$ cat config.mk
export PLATFORM = sky130hd
export DESIGN_NAME = serv_ibus_resp_flat
export DESIGN_NICKNAME = d
export VERILOG_FILES = /design/src/rtl/serv_ibus_pkg.sv /design/src/rtl/serv_ibus_resp_if.sv /design/src/rtl/serv_ibus_pfbuf.sv /design/src/rtl/serv_ibus_resp.sv /design/src/flat_wrapper.sv
export SDC_FILE = /design/constraint.sdc
export NUM_CORES = 1
export LEC_CHECK = 0
export BUFFER_PORTS_ARGS = -buffer_cell sky130_fd_sc_hd__buf_4
export CORE_MARGIN = 1.5
export CORE_UTILIZATION = 41
export DETAILED_ROUTE_END_ITERATION = 7
export GPL_TIMING_DRIVEN = 0
export PLACE_DENSITY = 0.79
export SKIP_LAST_GASP = 1
export SYNTH_ARGS = -nofsm -noshare
export SYNTH_HDL_FRONTEND = slang
export SYNTH_HIERARCHICAL = 1
export SYNTH_SLANG_ARGS = --single-unit
$ cat constraint.sdc
create_clock -name clk -period 1.8 [get_ports clk]
set_input_delay 0.18 -clock clk [delete_from_list [all_inputs] [get_ports clk]]
set_output_delay 0.18 -clock clk [all_outputs]
set_load 0.03 [all_outputs]
$ cat src/rtl/serv_ibus_pkg.sv
// Shared types and constants for the SERV instruction-bus responder.
package serv_ibus_pkg;

  typedef enum logic [2:0] {
    S_IDLE,
    S_READ,
    S_WAIT,
    S_ACK,
    S_PF_READ,
    S_PF_WAIT
  } state_t;

  localparam logic [31:0] NOP_INSTR = 32'h00000013;
  localparam int          WAIT_MAX  = 15;
  localparam int          CNT_W     = 4;

  // Counter preload for a given WAIT; WAIT=0 never enters a wait state.
  function automatic logic [CNT_W-1:0] wait_load(input int w);
    int v;
    v = (w > 0) ? ((w > WAIT_MAX) ? WAIT_MAX - 1 : w - 1) : 0;
    return CNT_W'(v);
  endfunction

endpackage

$ cat src/rtl/serv_ibus_resp_if.sv
// Core instruction bus plus synchronous-read memory port of the responder.
interface serv_ibus_resp_if #(
  parameter int AW = 10
);
  logic [31:0]   i_ibus_adr;
  logic          i_ibus_cyc;
  logic [31:0]   o_ibus_rdt;
  logic          o_ibus_ack;
  logic [AW-1:0] o_mem_addr;
  logic          o_mem_en;
  logic [31:0]   i_mem_rdata;

  modport slave (
    input  i_ibus_adr, i_ibus_cyc, i_mem_rdata,
    output o_ibus_rdt, o_ibus_ack, o_mem_addr, o_mem_en
  );

  modport master (
    output i_ibus_adr, i_ibus_cyc, i_mem_rdata,
    input  o_ibus_rdt, o_ibus_ack, o_mem_addr, o_mem_en
  );
endinterface

$ cat src/rtl/serv_ibus_pfbuf.sv
// One-word sequential prefetch buffer with address compare for demand lookups.
module serv_ibus_pfbuf #(
  parameter int AW = 10
) (
  input  logic          clk,
  input  logic          i_rst,
  input  logic          start,
  input  logic [AW-1:0] start_addr,
  input  logic          fill,
  input  logic [31:0]   fill_data,
  input  logic          commit,
  input  logic          inval,
  input  logic [AW-1:0] lookup_addr,
  output logic          hit,
  output logic [31:0]   pf_data
);

  logic [AW-1:0] pf_addr;
  logic          pf_valid;

  always_ff @(posedge clk) begin
    if (i_rst) begin
      pf_addr  <= '0;
      pf_data  <= '0;
      pf_valid <= 1'b0;
    end else begin
      // A new prefetch invalidates the old word until its data is committed.
      if (start) begin
        pf_addr  <= start_addr;
        pf_valid <= 1'b0;
      end
      if (fill)   pf_data  <= fill_data;
      if (commit) pf_valid <= 1'b1;
      if (inval)  pf_valid <= 1'b0;
    end
  end

  assign hit = pf_valid && (lookup_addr == pf_addr);

endmodule

$ cat src/rtl/serv_ibus_resp.sv
// Instruction-bus responder: IDLE->READ->(WAIT)->ACK over a sync-read memory.
// Optional sequential prefetch buffer under SERV_IBUS_PREFETCH_EN.
module serv_ibus_resp
  import serv_ibus_pkg::*;
#(
  parameter int          AW          = 10,
  parameter int          WAIT        = 0,
  parameter logic [31:0] RESET_INSTR = NOP_INSTR
) (
  input  logic             clk,
  input  logic             i_rst,
  serv_ibus_resp_if.slave  bus
);

  localparam logic [CNT_W-1:0] WAIT_LOAD = wait_load(WAIT);
  localparam bit               HAS_WAIT  = (WAIT != 0);

  state_t           state, state_nxt;
  logic [CNT_W-1:0] cnt, cnt_nxt;
  logic [31:0]      rdt;
  logic             rdt_ld_mem;
  logic             mem_en;
  logic             ack;
  logic [AW-1:0]    req_addr;
  logic [AW-1:0]    mem_addr;
  logic             unused_adr;

  assign req_addr   = bus.i_ibus_adr[AW+1:2];
  assign unused_adr = ^{bus.i_ibus_adr[31:AW+2], bus.i_ibus_adr[1:0]};

`ifdef SERV_IBUS_PREFETCH_EN
  logic          pf_hit, pf_start, pf_fill, pf_commit, pf_inval, rdt_ld_pf;
  logic          pf_pend, pf_pend_nxt;
  logic [AW-1:0] last_addr, last_nxt, seq_addr;
  logic [31:0]   pf_data;

  assign seq_addr = last_addr + AW'(1);

  serv_ibus_pfbuf #(.AW(AW)) u_pfbuf (
    .clk         (clk),
    .i_rst       (i_rst),
    .start       (pf_start),
    .start_addr  (seq_addr),
    .fill        (pf_fill),
    .fill_data   (bus.i_mem_rdata),
    .commit      (pf_commit),
    .inval       (pf_inval),
    .lookup_addr (req_addr),
    .hit         (pf_hit),
    .pf_data     (pf_data)
  );

  always_ff @(posedge clk) begin
    if (i_rst) begin
      pf_pend   <= 1'b0;
      last_addr <= '0;
    end else begin
      pf_pend   <= pf_pend_nxt;
      last_addr <= last_nxt;
    end
  end
`endif

  always_comb begin
    state_nxt  = state;
    cnt_nxt    = cnt;
    rdt_ld_mem = 1'b0;
    mem_en     = 1'b0;
    mem_addr   = req_addr;
    ack        = 1'b0;
`ifdef SERV_IBUS_PREFETCH_EN
    pf_start    = 1'b0;
    pf_fill     = 1'b0;
    pf_commit   = 1'b0;
    pf_inval    = 1'b0;
    rdt_ld_pf   = 1'b0;
    pf_pend_nxt = pf_pend;
    last_nxt    = last_addr;
`endif
    case (state)
      S_IDLE: begin
        if (bus.i_ibus_cyc) begin
`ifdef SERV_IBUS_PREFETCH_EN
          last_nxt    = req_addr;
          pf_pend_nxt = 1'b0;
          if (pf_hit) begin
            rdt_ld_pf = 1'b1;
            state_nxt = S_ACK;
          end else begin
            pf_inval  = 1'b1;
            mem_en    = 1'b1;
            state_nxt = S_READ;
          end
`else
          mem_en    = 1'b1;
          state_nxt = S_READ;
`endif
        end
`ifdef SERV_IBUS_PREFETCH_EN
        else if (pf_pend) begin
          pf_pend_nxt = 1'b0;
          pf_start    = 1'b1;
          mem_en      = 1'b1;
          mem_addr    = seq_addr;
          state_nxt   = S_PF_READ;
        end
`endif
      end
      S_READ: begin
        // Capture even on abort so rdt keeps the last word read.
        rdt_ld_mem = 1'b1;
        if (!bus.i_ibus_cyc) begin
          state_nxt = S_IDLE;
        end else if (HAS_WAIT) begin
          cnt_nxt   = WAIT_LOAD;
          state_nxt = S_WAIT;
        end else begin
          state_nxt = S_ACK;
        end
      end
      S_WAIT: begin
        if (!bus.i_ibus_cyc)  state_nxt = S_IDLE;
        else if (cnt == '0)   state_nxt = S_ACK;
        else                  cnt_nxt   = cnt - CNT_W'(1);
      end
      S_ACK: begin
        ack       = 1'b1;
        state_nxt = S_IDLE;
`ifdef SERV_IBUS_PREFETCH_EN
        pf_pend_nxt = 1'b1;
`endif
      end
`ifdef SERV_IBUS_PREFETCH_EN
      S_PF_READ, S_PF_WAIT: begin
        // Demand wins: drop the prefetch and start the demand read now.
        if (bus.i_ibus_cyc) begin
          last_nxt  = req_addr;
          mem_en    = 1'b1;
          state_nxt = S_READ;
        end else if (state == S_PF_READ) begin
          pf_fill = 1'b1;
          if (HAS_WAIT) begin
            cnt_nxt   = WAIT_LOAD;
            state_nxt = S_PF_WAIT;
          end else begin
            pf_commit = 1'b1;
            state_nxt = S_IDLE;
          end
        end else if (cnt == '0) begin
          pf_commit = 1'b1;
          state_nxt = S_IDLE;
        end else begin
          cnt_nxt = cnt - CNT_W'(1);
        end
      end
`endif
      default: state_nxt = S_IDLE;
    endcase
  end

  always_ff @(posedge clk) begin
    if (i_rst) begin
      state <= S_IDLE;
      cnt   <= '0;
      rdt   <= RESET_INSTR;
    end else begin
      state <= state_nxt;
      cnt   <= cnt_nxt;
      if (rdt_ld_mem) rdt <= bus.i_mem_rdata;
`ifdef SERV_IBUS_PREFETCH_EN
      else if (rdt_ld_pf) rdt <= pf_data;
`endif
    end
  end

  assign bus.o_ibus_rdt = rdt;
  assign bus.o_ibus_ack = ack & ~i_rst;
  assign bus.o_mem_en   = mem_en & ~i_rst;
  assign bus.o_mem_addr = mem_addr;

endmodule

$ cat src/flat_wrapper.sv
// flat-port wrapper written by rule: the top's interface ports become plain ports
module serv_ibus_resp_flat import serv_ibus_pkg::*;
#(
  parameter int          AW          = 10,
  parameter int          WAIT        = 0,
  parameter logic [31:0] RESET_INSTR = NOP_INSTR
)
  (clk, i_rst, bus_i_ibus_adr, bus_i_ibus_cyc, bus_i_mem_rdata, bus_o_ibus_rdt, bus_o_ibus_ack, bus_o_mem_addr, bus_o_mem_en);
  serv_ibus_resp_if #(.AW(AW)) bus_i ();
  input  logic clk;
  input  logic i_rst;
  input wire logic [$bits(bus_i.i_ibus_adr)-1:0] bus_i_ibus_adr;
  input wire logic [$bits(bus_i.i_ibus_cyc)-1:0] bus_i_ibus_cyc;
  input wire logic [$bits(bus_i.i_mem_rdata)-1:0] bus_i_mem_rdata;
  output wire logic [$bits(bus_i.o_ibus_rdt)-1:0] bus_o_ibus_rdt;
  output wire logic [$bits(bus_i.o_ibus_ack)-1:0] bus_o_ibus_ack;
  output wire logic [$bits(bus_i.o_mem_addr)-1:0] bus_o_mem_addr;
  output wire logic [$bits(bus_i.o_mem_en)-1:0] bus_o_mem_en;
  assign bus_i.i_ibus_adr = bus_i_ibus_adr;
  assign bus_i.i_ibus_cyc = bus_i_ibus_cyc;
  assign bus_i.i_mem_rdata = bus_i_mem_rdata;
  assign bus_o_ibus_rdt = bus_i.o_ibus_rdt;
  assign bus_o_ibus_ack = bus_i.o_ibus_ack;
  assign bus_o_mem_addr = bus_i.o_mem_addr;
  assign bus_o_mem_en = bus_i.o_mem_en;
  serv_ibus_resp #(.AW(AW), .WAIT(WAIT), .RESET_INSTR(RESET_INSTR)) u_core (.clk(clk), .i_rst(i_rst), .bus(bus_i));
endmodule
Word-level counts from Yosys, hierarchy flattened
Cells that the tools add are included.

Bits in writable memories: 0. Word-level logic and storage cells: 26. Output and inout bits: 44. Latch bits: 0. Memory bits (read-only): 0. Memories: 0. Register bits: 39.

$lt $le $gt $ge: 0. Equal/unequal tests: 5. Shifts and indexed selects: 0. Div/mod/pow operators: 0. Add/sub/neg operators: 1. Multipliers: 0. Reduce and logical (&&, ||, !) cells: 4. Bitwise gates (word level): 4. Muxes and demuxes: 9.

Operator list (count): 2-to-1 mux 3 bit (3); one-hot mux 3 bit (3 select lines) (1); == test 3 x 2 -> 1 bit (second input constant) (2); logical NOT 4 bit (1); 2-to-1 mux 1 bit (4); subtractor 4 x 1 -> 4 bit (second input constant) (1); == test 3 x 1 -> 1 bit (second input constant) (1); logical NOT 3 bit (1); inequality test 3 x 2 -> 1 bit (second input constant) (1); AND reduction 3 bit (1); bitwise AND 1 bit (2); 2-to-1 mux 2 bit (1); inequality test 2 bit (second input constant) (1); NOT 1 bit (2); AND reduction 2 bit (1).

Depth between registers and ports, before layout
Depth after elaboration: 4. Mapped depth: 6. Depth with buffers taken out: 5.

Worst setup path after synthesis
Ideal clock, no wire load.

Path kind: register to register. From: reg u_core.state[0]. To: reg u_core.cnt[0]. Data arrival time: 1.207 ns. Slack: 0.472 ns. Path buffers: 0. Stages on the path, launching flop included: 6. Clock period less this slack: 1.328 ns. Path through: dfxtp_1 -> inv_1 -> ha_1 -> nand2_1 -> a21oi_1 -> mux2_2.

Cells in the longest elaborated chain, start to end: 2.

Ends and longest elaborated chain: start: declaration (RTL line serv_ibus_resp.sv:18) `state_t state, state_nxt;`; start signal: assignment (RTL line serv_ibus_resp.sv:167) `state <= state_nxt;`; == test 3 x 2 -> 1 bit (RTL line serv_ibus_resp.sv:80) `case (state)`; AND reduction 3 bit (no source line); end signal: assignment (RTL line serv_ibus_resp.sv:168) `cnt <= cnt_nxt;`; end: declaration (RTL line serv_ibus_resp.sv:19) `logic [CNT_W-1:0] cnt, cnt_nxt;`.

No other way between the ends. A chain may end at the register's enable or synchronous reset.

Final worst setup path
Same ends and word-level chain as after synthesis.

==> reports/qor.txt <==
Hold Crit Class: in2reg
PnR Total Power: 2.734 mW
IO Port Bufs: 76
Max Freq: 0.6707 GHz
root buffer cell: clkbuf_8
# rows: 22
Avg Vias per Cell: 4.536
fin nets: 317
Final WS setup: 0.3091 ns
# Post-CTS Setup Buffers: 0
share of cells above drive strength 1: 42.86%
syn nets: 234
vias in the first global route: 1176
cells after synthesis: 161
clock latency on the worst-skew pair: 0.28 ns
R2R depth: 5
pre-CTS setup slack: 0.3303 ns
# DRC: 0
final setup vio count: 0
Final Cycle Share: 82.83%
CTS Buf Count: 5
Layout Area Growth over Synthesis: 45.69%
design area: 2350 sq um
post-DP HPWL: 2421 um
Final Slew Violations: 0
largest net degree at the start of global routing: 12
main combinational cell family by area after synthesis: multiplexers
critical path type: reg2reg
Iteration-0 DRC Markers: 72
post-synthesis xor/xnor area fraction: 0%
Die Area: 4319 sq um
adder-cell area share of the yosys netlist: 4.655%
Period minus WS final: 1.491 ns
FF+latch count, synth: 38
sequential fraction of the synthesis area: 47.17%
worst reg2reg setup slack: 0.31 ns
Antenna diodes: 0
P_leak: 1.140 nW
area share of and/or/nand/nor cells after synthesis: 13.42%
Final ANT Viol Nets: 0
GRT busiest layer: met2
DRT Wirelength: 3269 um
RSZ-0062 raised after global routing: no
vias: 1329
r2r endpoint: u_core/cnt[0]$_SDFFE_PP0P_
Cell variety after synth: 20
CTS max path bufs: 2
cell area after synthesis: 1613 sq um
Synthesis Warnings: 6
M3 GR Usage: 4.966%
status: completed
dpl cell area: 2243 sq um
drt wl/cell: 11.16 um
Final Skew: 0.002747 ns
critical path peak fanout: 4
grt ovf: 0
Critical Path Sink: u_core/cnt[0]$_SDFFE_PP0P_
RR Startpoint: u_core/state[0]$_SDFFE_PP0P_
Routability Congestion: 0.8529
Hold Buf Count CTS: 0
first-pass GRT wire length: 5071 um
utilization after layout: 63.23%
CTS tree: built
Worst setup EP type: flop
crit start category: flop
WP data required: 1.97 ns
number of max-cap violations: 0
critical path startpoint: u_core/state[0]$_SDFFE_PP0P_
die width: 65.72 um
initial antenna violation count: 0
Die Y-Extent: 65.72 um
GRT met2 Usage: 24.12%
crit path DAT: 1.66 ns
Final Hold Viols: 0
Setup TNS Final: 0 ns
mux share of post-synthesis cell area: 22.03%
complex-gate fraction of the synthesized area: 3.181%
clk slew on worst S/H paths: 0.07 ns
router iterations before antenna repair: 4
# H-tree levels: 2
met1 Resource Use GR: 18.70%
I/O pins: 111
CTS sink count: 38
VDD IR max: 694.2 uV
post_cts resized: 0
actual slew at the worst max-slew pin: 0.2950 ns
Initial Util: 43.40%
Slew HR: 80.15%
PwrDens: 1163 nW/um^2
Total Routing Usage GR: 15.15%
syn_area_per_cell: 10.02 sq um
core box area: 3716 sq um
==> worst min path at each step <==
stage          slack [ns]          startpoint  cells past startpoint                               endpoint
2_1_floorplan        0.30  bus_i_mem_rdata[0]                      1  u_core/bus.o_ibus_rdt[0]$_SDFFE_PP1N_
3_3_place_gp         0.39  bus_i_mem_rdata[0]                      2  u_core/bus.o_ibus_rdt[0]$_SDFFE_PP1N_
3_5_place_dp         0.39  bus_i_mem_rdata[4]                      2  u_core/bus.o_ibus_rdt[4]$_SDFFE_PP1N_
4_1_cts              0.09  bus_i_mem_rdata[0]                      2  u_core/bus.o_ibus_rdt[0]$_SDFFE_PP1N_
5_1_grt              0.09  bus_i_mem_rdata[1]                      2  u_core/bus.o_ibus_rdt[1]$_SDFFE_PP1N_
6_report              0.1  bus_i_mem_rdata[4]                      2  u_core/bus.o_ibus_rdt[4]$_SDFFE_PP1N_
==> cells in the mapped netlist <==
cell	number	area [sq um]
nor2b_1	6	37.54
o2bb2ai_1	1	8.760
buf_4	13	97.59
nand2_1	2	7.510
mux2i_1	31	310.3
ha_1	6	75.07
inv_1	4	15.01
nand3b_1	1	7.510
mux2_2	3	33.78
nor3_1	2	10.01
nor4_1	1	6.260
dfxtp_1	38	760.7
buf_6	1	11.26
a211o_1	3	26.28
a21oi_1	2	10.01
nor2_1	38	142.6
nand3_1	1	5.000
buf_2	6	30.03
a31oi_1	1	6.260
mux2_1	1	11.26
==> metal layers <==
layer  part of all wire, %  vias up
li1                      -      686
met1                    44      585
met2                    46       53
met3                   8.5        5
met4                   1.2        0
met5                     0        -
==> worst max-delay path, cell delays in order (launching register included) <==
cell and delay (ns):
dfxtp_1 0.33, inv_1 0.13, ha_1 0.20, nand2_1 0.08, a21oi_1 0.25, mux2_2 0.38
==> report_power, final <==
| part | internal [mW] | leakage (nW) | switching (mW) |
|---|---|---|---|
| clock | 0.415 | 0.0524 | 0.284 |
| sequential | 0.966 | 0.311 | 0.0627 |
| combinational | 0.446 | 0.776 | 0.560 |
| total | 1.83 | 1.14 | 0.907 |
==> area by class of cell <==
type                    instances  area [sq um]
clock buffers                   7         76.32
fillers                       356          1366
multi-input cells              99         698.2
plain buffers                  20         138.9
inverters                       4         15.01
flip-flops and latches         38         760.7
well taps                      48         60.06
repair buffers                 76         570.5
clock inverters                 1         30.03
==> state kept, by name, indices dropped and copies added, names as in the netlist <==
name,flops
u_core/bus.o_ibus_rdt,32
u_core/cnt,4
u_core/state,2
==> kinds of logic (layout without fill, tap and decap cells) <==
group           count (synthesis)  count (layout)
buf+inv                        24             108
compound gates                  7               7
mux                            35              35
fa+ha+maj                       6               6
flops                          38              38
simple gates                   51              51
==> metrics by stage <==
| stage | hold slack [ns] | instances |
|---|---|---|
| global placement | 0.3855 | 285 |
| CTS | 0.08970 | 293 |
| global route | 0.08748 | 293 |
| finish | 0.09899 | 293 |
| detailed placement | 0.3925 | 285 |
| floorplan | 0.3024 | 161 |
==> placed cells by master (no fill, tap or decap), drive strengths merged <==
cell type	n
nand2	2
bufinv	1
mux2i	31
o2bb2ai	1
dfxtp	38
nand3	1
buf	96
a21oi	2
nand3b	1
a211o	3
clkbuf	7
a31oi	1
nor2	38
inv	4
nor2b	6
ha	6
nor3	2
nor4	1
mux2	4
No activity file was read; power rests on OpenSTA's default activity.
